### src/rtl/tm_pkg.sv
// tm_pkg
//  Shared definitions for the lab3 Turing-machine controller: FSM state
//  encoding, head-move codes, fault codes and the bit layout of one rule
//  entry. A rule entry is {halt, next_state, move[1:0], write_sym}, with
//  write_sym in the low bits. The field offsets depend on the symbol and
//  state widths, so they are provided as constant functions of those widths.
package tm_pkg;

  typedef enum logic [2:0] {
    ST_IDLE,
    ST_FETCH,
    ST_EXEC,
    ST_DONE,
    ST_FAULT
  } tm_state_e;

  localparam int          HEAD_W     = 3;
  localparam logic [2:0]  HEAD_MAX   = 3'd7;

  localparam logic [1:0]  MOVE_STAY  = 2'b00;
  localparam logic [1:0]  MOVE_LEFT  = 2'b01;
  localparam logic [1:0]  MOVE_RIGHT = 2'b10;

  localparam logic [1:0]  FAULT_NONE     = 2'b00;
  localparam logic [1:0]  FAULT_BOUNDARY = 2'b01;
  localparam logic [1:0]  FAULT_TIMEOUT  = 2'b10;

  localparam int WSYM_LSB = 0;

  function automatic int move_lsb(input int size);
    return size;
  endfunction

  function automatic int next_lsb(input int size);
    return size + 2;
  endfunction

  function automatic int halt_bit(input int size, input int state_w);
    return size + 2 + state_w;
  endfunction

  function automatic int rule_width(input int size, input int state_w);
    return 1 + state_w + 2 + size;
  endfunction

endpackage

### src/rtl/tm_if.sv
// tm_if
//  Tape bus between the controller and the 8-cell tape.
//  head        3     cell addressed by the controller
//  write_ena   1     write strobe, tape writes on the rising clock edge
//  write_data  SIZE  symbol to write
//  read_data   SIZE  symbol currently under the head
//  master = controller side, slave = tape side.
interface tm_if #(
  parameter int SIZE = 2
);

  logic [2:0]      head;
  logic            write_ena;
  logic [SIZE-1:0] write_data;
  logic [SIZE-1:0] read_data;

  modport master (
    output head,
    output write_ena,
    output write_data,
    input  read_data
  );

  modport slave (
    input  head,
    input  write_ena,
    input  write_data,
    output read_data
  );

endinterface

### src/rtl/tm_rule_table.sv
// tm_rule_table
//  Programmable rule store of the Turing machine, one entry per
//  {state, symbol} pair. Synchronous write, synchronous clear on rst
//  (a cleared entry means: write 0, stay, next state 0, no halt),
//  combinational read.
//  clk, rst   clock and synchronous active-high reset
//  we         write strobe (already qualified by the controller)
//  waddr      entry written when we=1
//  wdata      entry contents
//  raddr      entry looked up
//  rdata      contents of entry raddr
module tm_rule_table #(
  parameter int ADDR_W = 4,
  parameter int DATA_W = 7
) (
  input  logic              clk,
  input  logic              rst,
  input  logic              we,
  input  logic [ADDR_W-1:0] waddr,
  input  logic [DATA_W-1:0] wdata,
  input  logic [ADDR_W-1:0] raddr,
  output logic [DATA_W-1:0] rdata
);

  localparam int DEPTH = 2 ** ADDR_W;

  logic [DATA_W-1:0] mem_q [DEPTH];
  logic [DATA_W-1:0] mem_d [DEPTH];

  always_comb begin
    mem_d = mem_q;
    if (we) begin
      mem_d[waddr] = wdata;
    end
  end

  always_ff @(posedge clk) begin
    if (rst) begin
      mem_q <= '{default: '0};
    end else begin
      mem_q <= mem_d;
    end
  end

  assign rdata = mem_q[raddr];

endmodule

### src/rtl/tm_controller.sv
// tm_controller
//  Finite-state control unit of the lab3 Turing machine. Each step takes two
//  cycles: FETCH latches the rule for {cur_state, symbol under head}, EXEC
//  writes the rule's symbol to the tape, moves the head and advances the
//  state. A run ends on a halt rule (done), a move off either tape end
//  (fault code 01) or after MAX_STEPS steps (fault code 10).
//  clk, rst     clock and synchronous active-high reset
//  start        one-cycle pulse starting a run (accepted when not busy)
//  start_head   initial head position, sampled with an accepted start
//  rule_we      rule write strobe (accepted when not busy)
//  rule_addr    {state, symbol} of the rule written
//  rule_wdata   {halt, next_state, move[1:0], write_sym}
//  tape         tape bus (head, write_ena, write_data out; read_data in)
//  busy         run in progress
//  done/fault   run ended normally / abnormally, held until next start
//  fault_code   01 boundary, 10 timeout, 00 none
//  cur_state    current machine state
//  steps        completed steps of the current or last run
module tm_controller
  import tm_pkg::*;
#(
  parameter int SIZE      = 2,
  parameter int STATE_W   = 2,
  parameter int STEP_W    = 8,
  parameter int MAX_STEPS = 200
) (
  input  logic                    clk,
  input  logic                    rst,
  input  logic                    start,
  input  logic [2:0]              start_head,
  input  logic                    rule_we,
  input  logic [STATE_W+SIZE-1:0] rule_addr,
  input  logic [STATE_W+SIZE+2:0] rule_wdata,
  tm_if.master                    tape,
  output logic                    busy,
  output logic                    done,
  output logic                    fault,
  output logic [1:0]              fault_code,
  output logic [STATE_W-1:0]      cur_state,
  output logic [STEP_W-1:0]       steps
);

  localparam int ADDR_W   = STATE_W + SIZE;
  localparam int RULE_W   = rule_width(SIZE, STATE_W);
  localparam int MOVE_LSB = move_lsb(SIZE);
  localparam int NEXT_LSB = next_lsb(SIZE);
  localparam int HALT_BIT = halt_bit(SIZE, STATE_W);

  tm_state_e           state_q, state_d;
  logic [HEAD_W-1:0]   head_q, head_d;
  logic [STATE_W-1:0]  cur_state_q, cur_state_d;
  logic [STEP_W-1:0]   steps_q, steps_d;
  logic [1:0]          fault_code_q, fault_code_d;
  logic [RULE_W-1:0]   rule_q, rule_d;

  logic                accepting;
  logic [RULE_W-1:0]   table_rdata;
  logic [SIZE-1:0]     r_wsym;
  logic [1:0]          r_move;
  logic [STATE_W-1:0]  r_next;
  logic                r_halt;
  logic [HEAD_W-1:0]   moved_head;
  logic                at_boundary;
  logic [STEP_W-1:0]   steps_inc;

  // start and rule writes are only honoured outside a run
  assign accepting = (state_q == ST_IDLE) || (state_q == ST_DONE) || (state_q == ST_FAULT);

  tm_rule_table #(
    .ADDR_W (ADDR_W),
    .DATA_W (RULE_W)
  ) u_rule_table (
    .clk   (clk),
    .rst   (rst),
    .we    (rule_we && accepting),
    .waddr (rule_addr),
    .wdata (rule_wdata),
    .raddr ({cur_state_q, tape.read_data}),
    .rdata (table_rdata)
  );

  assign r_wsym = rule_q[WSYM_LSB +: SIZE];
  assign r_move = rule_q[MOVE_LSB +: 2];
  assign r_next = rule_q[NEXT_LSB +: STATE_W];
  assign r_halt = rule_q[HALT_BIT];

  assign steps_inc = steps_q + 1'b1;

  // Candidate head position for the latched rule, and whether that move
  // would leave the tape (the head never wraps)
  always_comb begin
    moved_head  = head_q;
    at_boundary = 1'b0;
    case (r_move)
      MOVE_LEFT: begin
        moved_head  = head_q - 3'd1;
        at_boundary = (head_q == '0);
      end
      MOVE_RIGHT: begin
        moved_head  = head_q + 3'd1;
        at_boundary = (head_q == HEAD_MAX);
      end
      default: begin
        moved_head  = head_q;
        at_boundary = 1'b0;
      end
    endcase
  end

  // Next-state logic; EXEC exits are prioritised boundary > halt > timeout
  always_comb begin
    state_d      = state_q;
    head_d       = head_q;
    cur_state_d  = cur_state_q;
    steps_d      = steps_q;
    fault_code_d = fault_code_q;
    rule_d       = rule_q;
    case (state_q)
      ST_IDLE, ST_DONE, ST_FAULT: begin
        if (start) begin
          head_d       = start_head;
          cur_state_d  = '0;
          steps_d      = '0;
          fault_code_d = FAULT_NONE;
          state_d      = ST_FETCH;
        end
      end
      ST_FETCH: begin
        rule_d  = table_rdata;
        state_d = ST_EXEC;
      end
      ST_EXEC: begin
        steps_d     = steps_inc;
        cur_state_d = r_next;
        if (at_boundary) begin
          fault_code_d = FAULT_BOUNDARY;
          state_d      = ST_FAULT;
        end else if (r_halt) begin
          head_d  = moved_head;
          state_d = ST_DONE;
        end else if (steps_inc == STEP_W'(MAX_STEPS)) begin
          head_d       = moved_head;
          fault_code_d = FAULT_TIMEOUT;
          state_d      = ST_FAULT;
        end else begin
          head_d  = moved_head;
          state_d = ST_FETCH;
        end
      end
      default: begin
        state_d = ST_IDLE;
      end
    endcase
  end

  always_ff @(posedge clk) begin
    if (rst) begin
      state_q      <= ST_IDLE;
      head_q       <= '0;
      cur_state_q  <= '0;
      steps_q      <= '0;
      fault_code_q <= FAULT_NONE;
      rule_q       <= '0;
    end else begin
      state_q      <= state_d;
      head_q       <= head_d;
      cur_state_q  <= cur_state_d;
      steps_q      <= steps_d;
      fault_code_q <= fault_code_d;
      rule_q       <= rule_d;
    end
  end

  // rst masks the EXEC write so an aborted step leaves the tape untouched
  assign tape.write_ena  = (state_q == ST_EXEC) && !rst;
  assign tape.write_data = tape.write_ena ? r_wsym : '0;
  assign tape.head       = head_q;

  assign busy       = (state_q == ST_FETCH) || (state_q == ST_EXEC);
  assign done       = (state_q == ST_DONE);
  assign fault      = (state_q == ST_FAULT);
  assign fault_code = fault_code_q;
  assign cur_state  = cur_state_q;
  assign steps      = steps_q;

endmodule
### src/flat_wrapper.sv
// flat-port wrapper written by rule: the top's interface ports become plain ports
module tm_controller_flat import tm_pkg::*;
#(
  parameter int SIZE      = 2,
  parameter int STATE_W   = 2,
  parameter int STEP_W    = 8,
  parameter int MAX_STEPS = 200
)
  (clk, rst, start, start_head, rule_we, rule_addr, rule_wdata, busy, done, fault, fault_code, cur_state, steps, tape_head, tape_write_ena, tape_write_data, tape_read_data);
  tm_if #(.SIZE(SIZE)) tape_i ();
  input  logic clk;
  input  logic rst;
  input  logic start;
  input  logic [2:0] start_head;
  input  logic rule_we;
  input  logic [STATE_W+SIZE-1:0] rule_addr;
  input  logic [STATE_W+SIZE+2:0] rule_wdata;
  output logic busy;
  output logic done;
  output logic fault;
  output logic [1:0] fault_code;
  output logic [STATE_W-1:0] cur_state;
  output logic [STEP_W-1:0] steps;
  output wire logic [$bits(tape_i.head)-1:0] tape_head;
  output wire logic [$bits(tape_i.write_ena)-1:0] tape_write_ena;
  output wire logic [$bits(tape_i.write_data)-1:0] tape_write_data;
  input wire logic [$bits(tape_i.read_data)-1:0] tape_read_data;
  assign tape_head = tape_i.head;
  assign tape_write_ena = tape_i.write_ena;
  assign tape_write_data = tape_i.write_data;
  assign tape_i.read_data = tape_read_data;
  tm_controller #(.SIZE(SIZE), .STATE_W(STATE_W), .STEP_W(STEP_W), .MAX_STEPS(MAX_STEPS)) u_core (.clk(clk), .rst(rst), .start(start), .start_head(start_head), .rule_we(rule_we), .rule_addr(rule_addr), .rule_wdata(rule_wdata), .tape(tape_i), .busy(busy), .done(done), .fault(fault), .fault_code(fault_code), .cur_state(cur_state), .steps(steps));
endmodule
### config.mk
export PLATFORM = sky130hd
export DESIGN_NAME = tm_controller_flat
export DESIGN_NICKNAME = d
export VERILOG_FILES = /design/src/rtl/tm_pkg.sv /design/src/rtl/tm_if.sv /design/src/rtl/tm_rule_table.sv /design/src/rtl/tm_controller.sv /design/src/flat_wrapper.sv
export SDC_FILE = /design/constraint.sdc
export NUM_CORES = 1
export LEC_CHECK = 0
export ABC_AREA = 1
export CELL_PAD_IN_SITES_DETAIL_PLACEMENT = 1
export CELL_PAD_IN_SITES_GLOBAL_PLACEMENT = 1
export CORE_UTILIZATION = 50
export DETAILED_ROUTE_END_ITERATION = 10
export DONT_BUFFER_PORTS = 1
export PLACE_DENSITY_LB_ADDON = 0.1
export SYNTH_ARGS = -nofsm -noshare
export SYNTH_HDL_FRONTEND = slang
export SYNTH_SLANG_ARGS = --single-unit
### constraint.sdc
create_clock -name clk -period 2.7 [get_ports clk]
set_input_delay 0.27 -clock clk [delete_from_list [all_inputs] [get_ports clk]]
set_output_delay 0.27 -clock clk [all_outputs]
set_load 0.03 [all_outputs]
==> results by stage <==
Global route:
- The number of antenna violations at the first check in global routing came to 0.
- The pin count of the biggest net entering global routing is 113.
- The first global-routing pass estimated 29900 um of wire.
- Global routing finished with a remaining overflow of 0.
- Global routing consumed, over all layers together, 29.3% of the routing resources.
- The number of global-route vias before repair is about 6000.

Clock network:
- The number of gates given a new drive strength after cts is 0.
- The clock net in this run drives a total of ~140 sinks.
- TritonCTS built the clock tree.
- In this run the deepest clock path goes through 2 buffers.
- The clock reaches the later pin of the worst-skew pair after 0.42 ns.
- The number of buffers added by the clock tree synthesis step is 17.
- The H-tree depth is 4.
- Clock tree synthesis selected as its root buffer the cell clkbuf_16.
- The clock transition time at the flip-flop clock pins of the worst setup and hold paths is 0.05 ns.

Critical path:
- The worst flop-to-flop path startpoint is u_core.state_q[1].
- By startpoint and endpoint, the worst setup path is classified as reg -> reg.
- In this run the worst path has a maximum fanout of 16.
- For the worst setup path, the data required time is 2.98 ns.
- In this run the worst setup path terminates at u_core.u_rule_table.mem_q[82].
- The number of cells traversed by the worst register-to-register path is 7.
- STA classifies the critical path endpoint as a flop.
- The data arrival time at the worst-slack endpoint is approximately 2.4 ns.
- The startpoint type of the worst setup path is a flop.
- The slack of the worst reg-to-reg path is 0.57 ns.
- The worst register-to-register path ends at u_core.u_rule_table.mem_q[82].
- The first element of the critical path is u_core.state_q[1].

Synth:
- In this run, synthesis produced a sequential element count of 137.
- The proportion of synthesized chip area in sequential cells is 41.9%.
- The Yosys step of the flow raised 0 warnings.
- The average cell area after synthesis is 7.41 sq um.
- The number of different library cells in the post-synthesis netlist is 34.
- When the netlist entered floorplanning its net count stood at 909.
- The synthesized instance count is 884.
- After synthesis the cells add up to 6550 sq um.

Routing:
- For this run, design rule violations remaining after detail routing come to 0.
- Detailed routing inserted a total of ~5800 vias.
- The total routed wirelength is 18300 um.
- The number of nets with antenna violations after detailed routing is 0.
- The average via count per standard cell is 5.61.
- Dividing the detail-routed wire length by the instance count gives 17.7 um.
- The DRC violation total after the first TritonRoute iteration is 344.
- The pre-antenna-repair detailed-routing pass consisted of 4 iterations.

STA:
- For the pin with the worst max-slew slack, the measured transition is 0.714 ns.
- After layout, the worst path uses 78.9% of the clock period.
- Setup repair after global routing left no endpoint under its margin.
- The maximum clock frequency is 469 MHz.
- The number of hold-slack violations in the final timing report is 0.
- The clock period minus worst slack is between 2 and 2.5 ns.
- Summed over all failing endpoints, the final setup total negative slack is 0 ns.
- In this run the tightest slew margin relative to its limit is between 50% and 60%.
- The count of final max-slew check failures came to 0.
- The post-layout worst setup margin is 0.570 ns.
- Setup violations remaining at the end of the flow were counted as 0.
- Across the routed clock network, the largest skew measured is 0.00681 ns.

Die:
- The standard cell core area is 12700 sq um.
- In this run the horizontal extent of the chip is 116 um.
- The die is approximately 120 um tall.
- The starting density of the core is 51.7%.
- For this design the top-level I/O count stands at between 40 and 50.
- The die covers 13600 sq um.
- The placement row count is 41.

Layout:
- The total area of multi-input combinational cells is 2870 sq um.
- The antenna cell count is 0.
- At the end of the flow, the number of nets in the layout was 874.
- Leaving out fill and tap cells, the most frequent cells in the layout are 153 x a21oi_1, 145 x inv_1, 137 x dfxtp_1.
- The post-layout instance area is 7010 sq um.
- The area growth from synthesis to layout is 7.03%.
- Summing all flip-flop and latch instances after layout gives 2740 sq um.
- In the final layout, the share of cells above drive strength 1 is 7.56%.
- Leaving out fill and tap cells, the most frequent cell in the layout is a21oi_1.
- The layout has 1652 filler cells.

Power and ir drop:
- Summed over all cells, the static leakage comes to 0.00254 uW.
- The power density normalized to cell area is 677 nW/um^2.
- IR analysis of the VDD net gives a maximum drop of 0.359 mV.

Run:
- Across the run, the number of max-cap violations was 0.

Place:
- At the placement stage, the worst setup path has a slack of 0.661 ns.
- The congestion estimate from routability-driven global placement came to between 0.8 and 0.9.
- The number of port buffers is 0.
- The HPWL after detailed placement is approximately 12000 um.
- The instance area at placement is about 6500 sq um.

Hold path:
- The path class of the tightest hold or removal check is in -> reg.

Run status:
- The flow ran to the end, and the final reports show no timing, DRC or antenna violations.
[stage by stage]
stage | power, uW | instances | hold slack (ns) | util [%]
finish | 4740 | 1032 | 0.0371 | 55.3
global route | 4940 | 1032 | 0.0195 | 55.3
CTS | 4780 | 1032 | 0.0182 | 55.3
detailed placement | 2660 | 1001 | 0.343 | 51.0
global placement | 2630 | 1001 | 0.341 | 51.0
floorplan | 2600 | 884 | 0.420 | -
[how the worst min path moves through the flow]
stage / startpoint / to / cells after the start
3_5_place_dp: rst / u_core.steps[3] / 1
4_1_cts: rule_wdata[3] / u_core.u_rule_table.mem_q[10] / 2
6_report: rule_wdata[6] / u_core.u_rule_table.mem_q[41] / 2
3_3_place_gp: rst / u_core.steps[4] / 1
5_1_grt: rule_wdata[3] / u_core.u_rule_table.mem_q[10] / 2
2_1_floorplan: u_core.u_rule_table.mem_q[21] / u_core.u_rule_table.mem_q[21] / 2
[logic make-up (layout without fill, tap and decap cells)]
family                   count (synthesis)  count (layout)  synth area share (%)
AO/OA/AOI/OAI                          346             346                  28.4
buffers and inverters                  215             191                  14.3
AND/OR/NAND/NOR                        178             178                  14.0
flip-flops                             137             137                  41.9
adder cells (fa/ha/maj)                  5               5                  1.07
XOR/XNOR                                 3               3                 0.401
[repair_timing]
action,in CTS,in global routing
endpoints found under the hold margin,8,0
setup buffers,0,0
hold buffers,1,0
[critical path, cell delays in order (launching register included)]
cell,delay [ns]
dfxtp_1,0.41
nand3_2,0.14
nand2_2,0.09
nand2_2,0.07
inv_4,0.26
nand4_1,0.55
o21ai_0,0.40
a21oi_1,0.07
[final cells by class]
class	count	share of cell area (%)
Inverter	152	8.17
Tap cell	172	3.07
Timing Repair Buffer	9	0.999
Clock buffer	28	7.51
Multi-Input combinational cell	532	41.0
Sequential cell	137	39.1
Clock inverter	2	0.143
[registers in the layout, summed over array words and instances (netlist names)]
register                   count
u_core.cur_state               2
u_core.fault_code              2
u_core.steps                   8
u_core.rule_q                  7
u_core.u_rule_table.mem_q    112
u_core.state_q                 3
u_core.tape.head               3
[synthesized netlist by cell type (all sizes together)]
library cell    n  share of area, %
a21oi         154                12
inv           152               8.7
o21ai         151                12
dfxtp         137                42
nand2          82               5.6
nand3          64               5.4
buf            37               4.0
o211ai         35               4.0
clkbuf         26               1.5
nor2           22               1.6
nand4           9               1.3
ha              4              0.76
a32o            3              0.46
xnor2           3              0.40
o21bai          2              0.23
fa              1              0.31
nor3            1             0.076
o311ai          1              0.25
[layer usage]
metal / up-vias / track usage (%) / wire (um)
li1: 2876 / - / -
met1: 2798 / 35.5 / 8120
met2: 94 / 51.3 / 9140
met3: 21 / 5.92 / 749
met4: 0 / 10.4 / 287
met5: - / 0 / 0
[report_power, final]
group	total, uW	switching (uW)	internal, uW
registers	2160	69.7	2090
clock network	2120	811	1310
logic	463	313	150
total	4740	1190	3550
Note: power is estimated with default switching activity, not from simulation.
